`src/rtl/seller_pkg.sv`:
```
// rtl/seller_pkg.sv - shared types and constants for the vending transaction controller
package seller_pkg;

  localparam int CREDIT_W = 4;
  localparam int COIN_W   = 3;

  localparam logic [COIN_W-1:0] COIN_D1 = 3'd1;
  localparam logic [COIN_W-1:0] COIN_D2 = 3'd2;
  localparam logic [COIN_W-1:0] COIN_D3 = 3'd4;

  typedef enum logic [1:0] {IDLE, COLLECT, VEND, CHANGE} state_e;
  typedef enum logic {PROD_A, PROD_B} prod_e;

endpackage

```
`src/rtl/seller_coin_decode.sv`:
```
// rtl/seller_coin_decode.sv - priority coin decode (d1 > d2 > d3) with credit saturation check
module seller_coin_decode
  import seller_pkg::*;
#(
  parameter int MAX_CREDIT = 15
) (
  input  logic                d1_i,
  input  logic                d2_i,
  input  logic                d3_i,
  input  logic [CREDIT_W-1:0] credit_i,
  output logic [COIN_W-1:0]   value_o,
  output logic                present_o,
  output logic                fits_o
);

  localparam logic [CREDIT_W:0] MAX_C = MAX_CREDIT[CREDIT_W:0];

  logic [CREDIT_W:0] sum;

  always_comb begin
    value_o = '0;
    if (d1_i)      value_o = COIN_D1;
    else if (d2_i) value_o = COIN_D2;
    else if (d3_i) value_o = COIN_D3;
  end

  assign present_o = d1_i | d2_i | d3_i;
  // One extra bit so an overflowing sum is caught instead of wrapping.
  assign sum       = {1'b0, credit_i} + {2'b00, value_o};
  assign fits_o    = present_o && (sum <= MAX_C);

endmodule

```
`src/rtl/seller_ctrl.sv`:
```
// rtl/seller_ctrl.sv - vending transaction controller: credit, select/cancel arbitration, vend, change.
// Optional SELLER_TIMEOUT_EN: COLLECT inactivity timeout acting as an internal cancel.
module seller_ctrl
  import seller_pkg::*;
#(
  parameter int PRICE_A    = 3,
  parameter int PRICE_B    = 5,
  parameter int MAX_CREDIT = 15,
  parameter int TIMEOUT    = 16
) (
  input  logic                clk,
  input  logic                rst,
  input  logic                d1,
  input  logic                d2,
  input  logic                d3,
  input  logic                sel_a,
  input  logic                sel_b,
  input  logic                cancel,
  output logic                drink_a,
  output logic                drink_b,
  output logic                change_pulse,
  output logic                coin_reject,
  output logic                busy,
  output logic [CREDIT_W-1:0] credit
);

  localparam logic [CREDIT_W-1:0] PRICE_A_C = PRICE_A[CREDIT_W-1:0];
  localparam logic [CREDIT_W-1:0] PRICE_B_C = PRICE_B[CREDIT_W-1:0];

  state_e              state_q, state_d;
  prod_e               prod_q, prod_d;
  logic [CREDIT_W-1:0] credit_q, credit_d;
  logic                drink_a_q, drink_a_d, drink_b_q, drink_b_d;
  logic                change_q, change_d, reject_q, reject_d, busy_q, busy_d;

  logic [COIN_W-1:0]   coin_val;
  logic                coin_present, coin_fits;
  logic                sel_any, sel_ok, timeout_hit, do_cancel;
  logic [CREDIT_W-1:0] sel_price, vend_price;

  seller_coin_decode #(.MAX_CREDIT(MAX_CREDIT)) u_coin (
    .d1_i      (d1),
    .d2_i      (d2),
    .d3_i      (d3),
    .credit_i  (credit_q),
    .value_o   (coin_val),
    .present_o (coin_present),
    .fits_o    (coin_fits)
  );

  // sel_a wins arbitration outright; its price alone decides acceptance.
  assign sel_any    = sel_a | sel_b;
  assign sel_price  = sel_a ? PRICE_A_C : PRICE_B_C;
  assign sel_ok     = sel_any && (credit_q >= sel_price);
  assign vend_price = (prod_q == PROD_A) ? PRICE_A_C : PRICE_B_C;
  assign do_cancel  = (cancel || timeout_hit) && (credit_q != '0);

`ifdef SELLER_TIMEOUT_EN
  localparam int TMR_W = $clog2(TIMEOUT + 1);

  logic [TMR_W-1:0] tmr_q, tmr_d;
  logic             collect_idle;

  assign collect_idle = (state_q == COLLECT) && !sel_any && !coin_fits;
  assign timeout_hit  = collect_idle && (tmr_q == TMR_W'(TIMEOUT - 1));
  assign tmr_d        = (collect_idle && !timeout_hit && !cancel) ? tmr_q + 1'b1 : '0;

  always_ff @(posedge clk) begin
    if (rst) tmr_q <= '0;
    else     tmr_q <= tmr_d;
  end
`else
  logic unused_timeout;
  assign timeout_hit    = 1'b0;
  assign unused_timeout = (TIMEOUT != 0);
`endif

  always_comb begin
    state_d  = state_q;
    credit_d = credit_q;
    prod_d   = prod_q;
    reject_d = 1'b0;
    case (state_q)
      IDLE, COLLECT: begin
        if (do_cancel) begin
          state_d  = CHANGE;
          reject_d = coin_present;
        end else if (sel_ok) begin
          state_d  = VEND;
          prod_d   = sel_a ? PROD_A : PROD_B;
          reject_d = coin_present;
        end else if (coin_present) begin
          if (coin_fits) begin
            credit_d = credit_q + {1'b0, coin_val};
            state_d  = COLLECT;
          end else begin
            reject_d = 1'b1;
          end
        end
      end
      VEND: begin
        credit_d = credit_q - vend_price;
        state_d  = (credit_d != '0) ? CHANGE : IDLE;
        reject_d = coin_present;
      end
      CHANGE: begin
        credit_d = credit_q - 1'b1;
        state_d  = (credit_d == '0) ? IDLE : CHANGE;
        reject_d = coin_present;
      end
      default: state_d = IDLE;
    endcase
    // Outputs are registered, so they are decoded from the next state.
    drink_a_d = (state_d == VEND) && (prod_d == PROD_A);
    drink_b_d = (state_d == VEND) && (prod_d == PROD_B);
    change_d  = (state_d == CHANGE);
    busy_d    = (state_d == VEND) || (state_d == CHANGE);
  end

  always_ff @(posedge clk) begin
    if (rst) begin
      state_q   <= IDLE;
      prod_q    <= PROD_A;
      credit_q  <= '0;
      drink_a_q <= 1'b0;
      drink_b_q <= 1'b0;
      change_q  <= 1'b0;
      reject_q  <= 1'b0;
      busy_q    <= 1'b0;
    end else begin
      state_q   <= state_d;
      prod_q    <= prod_d;
      credit_q  <= credit_d;
      drink_a_q <= drink_a_d;
      drink_b_q <= drink_b_d;
      change_q  <= change_d;
      reject_q  <= reject_d;
      busy_q    <= busy_d;
    end
  end

  assign drink_a      = drink_a_q;
  assign drink_b      = drink_b_q;
  assign change_pulse = change_q;
  assign coin_reject  = reject_q;
  assign busy         = busy_q;
  assign credit       = credit_q;

endmodule

```
`config.mk`:
```
export PLATFORM = sky130hd
export DESIGN_NAME = seller_ctrl
export DESIGN_NICKNAME = d
export VERILOG_FILES = /design/src/rtl/seller_pkg.sv /design/src/rtl/seller_coin_decode.sv /design/src/rtl/seller_ctrl.sv
export SDC_FILE = /design/constraint.sdc
export NUM_CORES = 1
export LEC_CHECK = 0
export CORE_MARGIN = 2
export CORE_UTILIZATION = 54
export DETAILED_ROUTE_END_ITERATION = 6
export PLACE_DENSITY = 0.95
export SYNTH_ARGS = -nofsm -noshare
export SYNTH_HDL_FRONTEND = slang
export SYNTH_SLANG_ARGS = --single-unit
```
`constraint.sdc`:
```
create_clock -name clk -period 5.07 [get_ports clk]
set_input_delay 0.7605 -clock clk [delete_from_list [all_inputs] [get_ports clk]]
set_output_delay 0.7605 -clock clk [all_outputs]
set_load 0.1 [all_outputs]
```
==> impl_metrics.json, run 1 <==
{
  "async_flop_share_pct": 0,
  "status": "finished clean",
  "synth_flop_cell": "dfxtp_1",
  "grt_start_max_net_pins": 13,
  "path_clk_slew_ps": 80,
  "syn_avg_cell_area_um2": 9.58,
  "hpwl_um": 1490,
  "drive_gt1_share_pct": 10.3,
  "io_buffers": 16,
  "fp.dieH_um": 44.0,
  "first_iter_violations": 27,
  "crit_required_ps": 5280,
  "tns_ps": 0,
  "gr-total-overflow": 0,
  "fin_crit_sh_pct": 60.3,
  "wire_per_inst_um": 15.9,
  "syn_to_final_growth_pct": 22.6,
  "cts_tree": "yes",
  "fp.dieW_um": 44.0,
  "numCtsBuffers": 3,
  "synth_edf_count": 0,
  "relSlewSlack_pct": 35.5,
  "ys_seq_elements": 12,
  "hold_violations": 0,
  "max_clock_freq_ghz": 0.327,
  "clockBufferDepth": 2,
  "ant_nets": 0,
  "wl_met1_um": 857,
  "drv_cap": 0,
  "crit_type": "in -> reg",
  "r2r_start": "credit[0]",
  "crit_start": "d1",
  "finalSetupViolations": 0,
  "slew_viol_final": 0,
  "drc_errors": 0,
  "postCtsSetupBuffers": 0,
  "end_kind": "flop",
  "grt_pass1_vias": 738,
  "die_area_um2": 1930,
  "core_um2": 1510,
  "tightest_slew_ps": 965,
  "grt_use_total_pct": 23.0,
  "min_period_ps": 3060,
  "cp.arrival_ps": 3270,
  "reg2reg_slack_ps": 2630,
  "top_layer": "met4",
  "viasPerCell": 6.07,
  "worst_hold_path.num_cells": 2,
  "nets": 128,
  "insertion_delay_ps": 280,
  "antennaDiodeCount": 0,
  "ys_types": 37,
  "cts.repair.resized": 0,
  "cts_root_buffer": "clkbuf_4",
  "rows": 14,
  "finalCoreUtilization_pct": 70.2,
  "worstRegToRegCells": 8,
  "io_pins": 17,
  "final_cells": 123,
  "skew_ps": 9.22,
  "critical_path.startpoint_type": "primary input",
  "worstHoldStart": "prod_q",
  "dp_cells": 119,
  "dr_wl_met2_um": 934,
  "wl_met3_um": 140,
  "grt_pass1_wl_um": 3260,
  "hp-class": "reg -> reg",
  "whs_ps": 576,
  "rsz0062_at_grt": "false",
  "antenna_found_initial": 0,
  "cts.sinks": 12,
  "path_max_fanout": 6,
  "finalWirelength_um": 1960,
  "syn_area_um2": 862,
  "htreeDepth": 1,
  "syn-num-nets": 110,
  "vias": 747,
  "seq_area_frac_synth_pct": 27.9,
  "drt-pass1-iter-count": 4,
  "gp_congestion": 0.819,
  "syn_inst": 90,
  "holdBufCountCts": 0,
  "initial_core_util_pct": 57.2,
  "synth_warnings": 0
}
routing by layer:
layer	vias to the layer above	GRT usage [%]
li1	367	-
met1	347	28.6
met2	29	37.1
met3	4	6.67
met4	0	9.70
met5	-	0
synthesized netlist by cell type (4+ instances only):
library cell  number  area share [%]
dfxtp_1           12              28
mux2i_1            4             4.6
a21oi_1            6             3.5
nor3_1             6             3.5
nor2_1             4             1.7
inv_1              6             2.6
ha_1              10              15
a211oi_1           4             3.5
logic make-up after synthesis:
logic type	count (synthesis)	share of synthesized area, %
AO/OA/AOI/OAI	21	19.7
XOR/XNOR	3	3.05
adder cells (fa/ha/maj)	12	19.2
buffers and inverters	9	5.08
flip-flops	12	27.9
multiplexers	5	5.95
AND/OR/NAND/NOR	28	19.2
layout make-up:
| cell class | count | area [um2] |
|---|---|---|
| multi-input cells | 69 | 578 |
| fillers | 128 | 449 |
| flip-flops and latches | 12 | 240 |
| repair buffers | 16 | 160 |
| clock buffers | 4 | 36.3 |
| inverters | 6 | 22.5 |
| well taps | 16 | 20.0 |
registers in the layout (all words and copies together) (netlist names):
register	count
credit	4
state_q	2
busy	1
change_pulse	1
coin_reject	1
drink_a	1
drink_b	1
prod_q	1
path summary, 6_finish.rpt:
kind               end
max          credit[3]
min reg2reg     prod_q
max reg2reg  credit[3]
min             prod_q
placed cells by master, fill, tap and decap left out:
cell type        netlist  routed
nand3_1                2       2
and2b_1                1       1
nand2b_1               2       2
nand2_1                2       2
a21o_2                 1       1
nor4b_1                2       2
a21oi_1                6       6
or3b_4                 1       1
xor2_1                 1       1
clkbuf_4               1       3
o21ai_0                1       1
a21boi_0               1       1
a31oi_1                1       1
nor3b_1                2       2
o2bb2ai_2              1       1
o31ai_1                1       1
o21ai_1                1       1
a211oi_2               1       1
nand4_1                1       1
mux2i_1                4       4
clkbuf_8               0       1
and2_1                 1       1
ha_1                  10      10
inv_1                  6       6
mux2_2                 1       1
nand2_2                1       1
or3_1                  2       2
clkdlybuf4s50_1        0      16
a21o_1                 2       2
nor2_1                 4       4
or4_1                  1       1
dfxtp_1               12      12
a211oi_1               4       4
fa_1                   2       2
nor3_1                 6       6
xnor2_1                2       2
a41oi_4                1       1
through the flow:
stage	cell area (um2)	setup slack [ps]
4_1_cts	1060	2050
3_5_place_dp	1020	1890
2_1_floorplan	862	2200
5_1_grt	1060	1940
3_3_place_gp	1020	1990
6_report	1060	2010
worst max-delay path, cell delays in order:
cell and delay, ps:
clkdlybuf4s50_1 450, nor3b_1 320, ha_1 340, and2b_1 180, o21ai_1 340, a41oi_4 210, or4_1 530, a21oi_1 150
Power of run 1 is not shown: default switching activity piles up to over one toggle a cycle in this logic, so the estimate is an artifact.
==> run 2, diff against run 1 <==
--- a/config.mk
+++ b/config.mk
@@ -6,9 +6,9 @@
 export NUM_CORES = 1
 export LEC_CHECK = 0
 export CORE_MARGIN = 2
-export CORE_UTILIZATION = 54
+export CORE_UTILIZATION = 50
 export DETAILED_ROUTE_END_ITERATION = 6
-export PLACE_DENSITY = 0.95
+export PLACE_DENSITY = 0.9
 export SYNTH_ARGS = -nofsm -noshare
 export SYNTH_HDL_FRONTEND = slang
 export SYNTH_SLANG_ARGS = --single-unit
==> constraint.sdc (replaced) <==
create_clock -name clk -period 3.1 [get_ports clk]
set_input_delay 0.465 -clock clk [delete_from_list [all_inputs] [get_ports clk]]
set_output_delay 0.465 -clock clk [all_outputs]
set_load 0.1 [all_outputs]
==> run 2 against run 1 <==
Effect of this change: global-route usage is 3.9 points lower; register-to-register slack worse by 1900 ps; first-iteration DRC count is 78% lower; cell count is 0.81% higher; count of clock-buffer cells in the layout stayed put; clock skew is 3.9 ps lower; sequential share of layout area is 0.35 points higher; non-clock buffer count stayed put; final area is 1.5% lower; worst hold slack better by 9.8 ps; worst setup slack worse by 1600 ps; critical path type unchanged.
==> impl_metrics.json, run 2 (same netlist as run 1, synthesis figures left out) <==
{
  "fp.dieW_um": 45.5,
  "status": "finished clean",
  "numCtsBuffers": 3,
  "viasPerCell": 5.82,
  "largest_reg_flops": 4,
  "layout_common_cells": "dfxtp_1 (12), ha_1 (10), clkdlybuf4s50_1 (9)",
  "tns_ps": 0,
  "crit_required_ps": 3310,
  "die_area_um2": 2070,
  "cts_root_buffer": "clkbuf_4",
  "final_cells": 124,
  "first_iter_violations": 6,
  "cts_tree": "yes",
  "io_buffers": 16,
  "fin_crit_sh_pct": 85.2,
  "slew_viol_final": 0,
  "min_period_ps": 2640,
  "grt_use_total_pct": 19.2,
  "dp_cells": 120,
  "drt-pass1-iter-count": 6,
  "hp-class": "reg -> reg",
  "tightest_slew_ps": 972,
  "fp.dieH_um": 45.5,
  "io_pins": 17,
  "cts.sinks": 12,
  "wire_per_inst_um": 13.9,
  "syn_to_final_growth_pct": 20.8,
  "crit_type": "in -> reg",
  "nets": 128,
  "finalSetupViolations": 0,
  "drc_errors": 0,
  "drive_gt1_share_pct": 16.8,
  "postCtsSetupBuffers": 0,
  "finalWirelength_um": 1720,
  "path_clk_slew_ps": 80,
  "drv_cap": 0,
  "cp.arrival_ps": 2850,
  "core_um2": 1670,
  "grt_pass1_vias": 657,
  "finalCoreUtilization_pct": 62.3,
  "htreeDepth": 1,
  "antennaDiodeCount": 0,
  "gp_congestion": 0.828,
  "antenna_found_initial": 0,
  "rows": 15,
  "end_kind": "flop",
  "vias": 722,
  "rsz0062_at_grt": "false",
  "gr-total-overflow": 0,
  "insertion_delay_ps": 280,
  "hpwl_um": 1340,
  "skew_ps": 5.27,
  "critical_path.startpoint_type": "primary input",
  "initial_core_util_pct": 51.6,
  "max_clock_freq_ghz": 0.379,
  "relSlewSlack_pct": 35.0,
  "grt_start_max_net_pins": 13,
  "hold_violations": 0,
  "clockBufferDepth": 2,
  "path_max_fanout": 6,
  "holdBufCountCts": 0,
  "ant_nets": 0,
  "cts.repair.resized": 0,
  "layout_commonest_cell": "dfxtp_1",
  "grt_pass1_wl_um": 2770
}
==> run 2: cell count changes in the layout (fill, tap and decap cells not counted), sizes merged <==
cell / before / now
buf: 0 / 7
clkdlybuf4s50: 16 / 9
==> run 2: metal layers <==
metal | share of wire (%) | wire length [um] | vias to the layer above | global-route usage [%]
li1 | - | - | 369 | -
met1 | 44 | 761 | 332 | 21.7
met2 | 51 | 870 | 17 | 31.5
met3 | 2.7 | 46 | 4 | 3.97
met4 | 2.3 | 39 | 0 | 13.5
met5 | 0 | 0 | - | 0
==> run 2: final cells by class <==
class | instances | area [um2]
Clock buffer | 4 | 36.3
Sequential cell | 12 | 240
Tap cell | 17 | 21.3
Inverter | 6 | 22.5
Timing Repair Buffer | 16 | 143
Fill cell | 132 | 629
Multi-Input combinational cell | 69 | 578
==> run 2: stage by stage <==
stage	cell area (um2)	setup slack, ps	hold WS (ps)
2_1_floorplan	862	232	511
3_3_place_gp	1000	294	568
3_5_place_dp	1000	169	567
4_1_cts	1040	452	572
5_1_grt	1040	329	596
6_report	1040	458	585
==> run 2: worst paths after layout <==
path / cells after the start / from / slack [ps] / end
min: 2 / credit[3] / 590 / credit[3]
max: 8 / d1 / 460 / credit[3]
min reg2reg: 2 / credit[3] / 590 / credit[3]
max reg2reg: 8 / credit[0] / 690 / credit[3]
==> run 2: critical path, cell delays in order <==
cell,delay [ps]
clkdlybuf4s50_1,450
nor3b_1,260
ha_1,310
and2b_1,170
o21ai_1,340
a41oi_4,200
or4_1,520
a21oi_1,140
Power of run 2 is left out for the same reason.
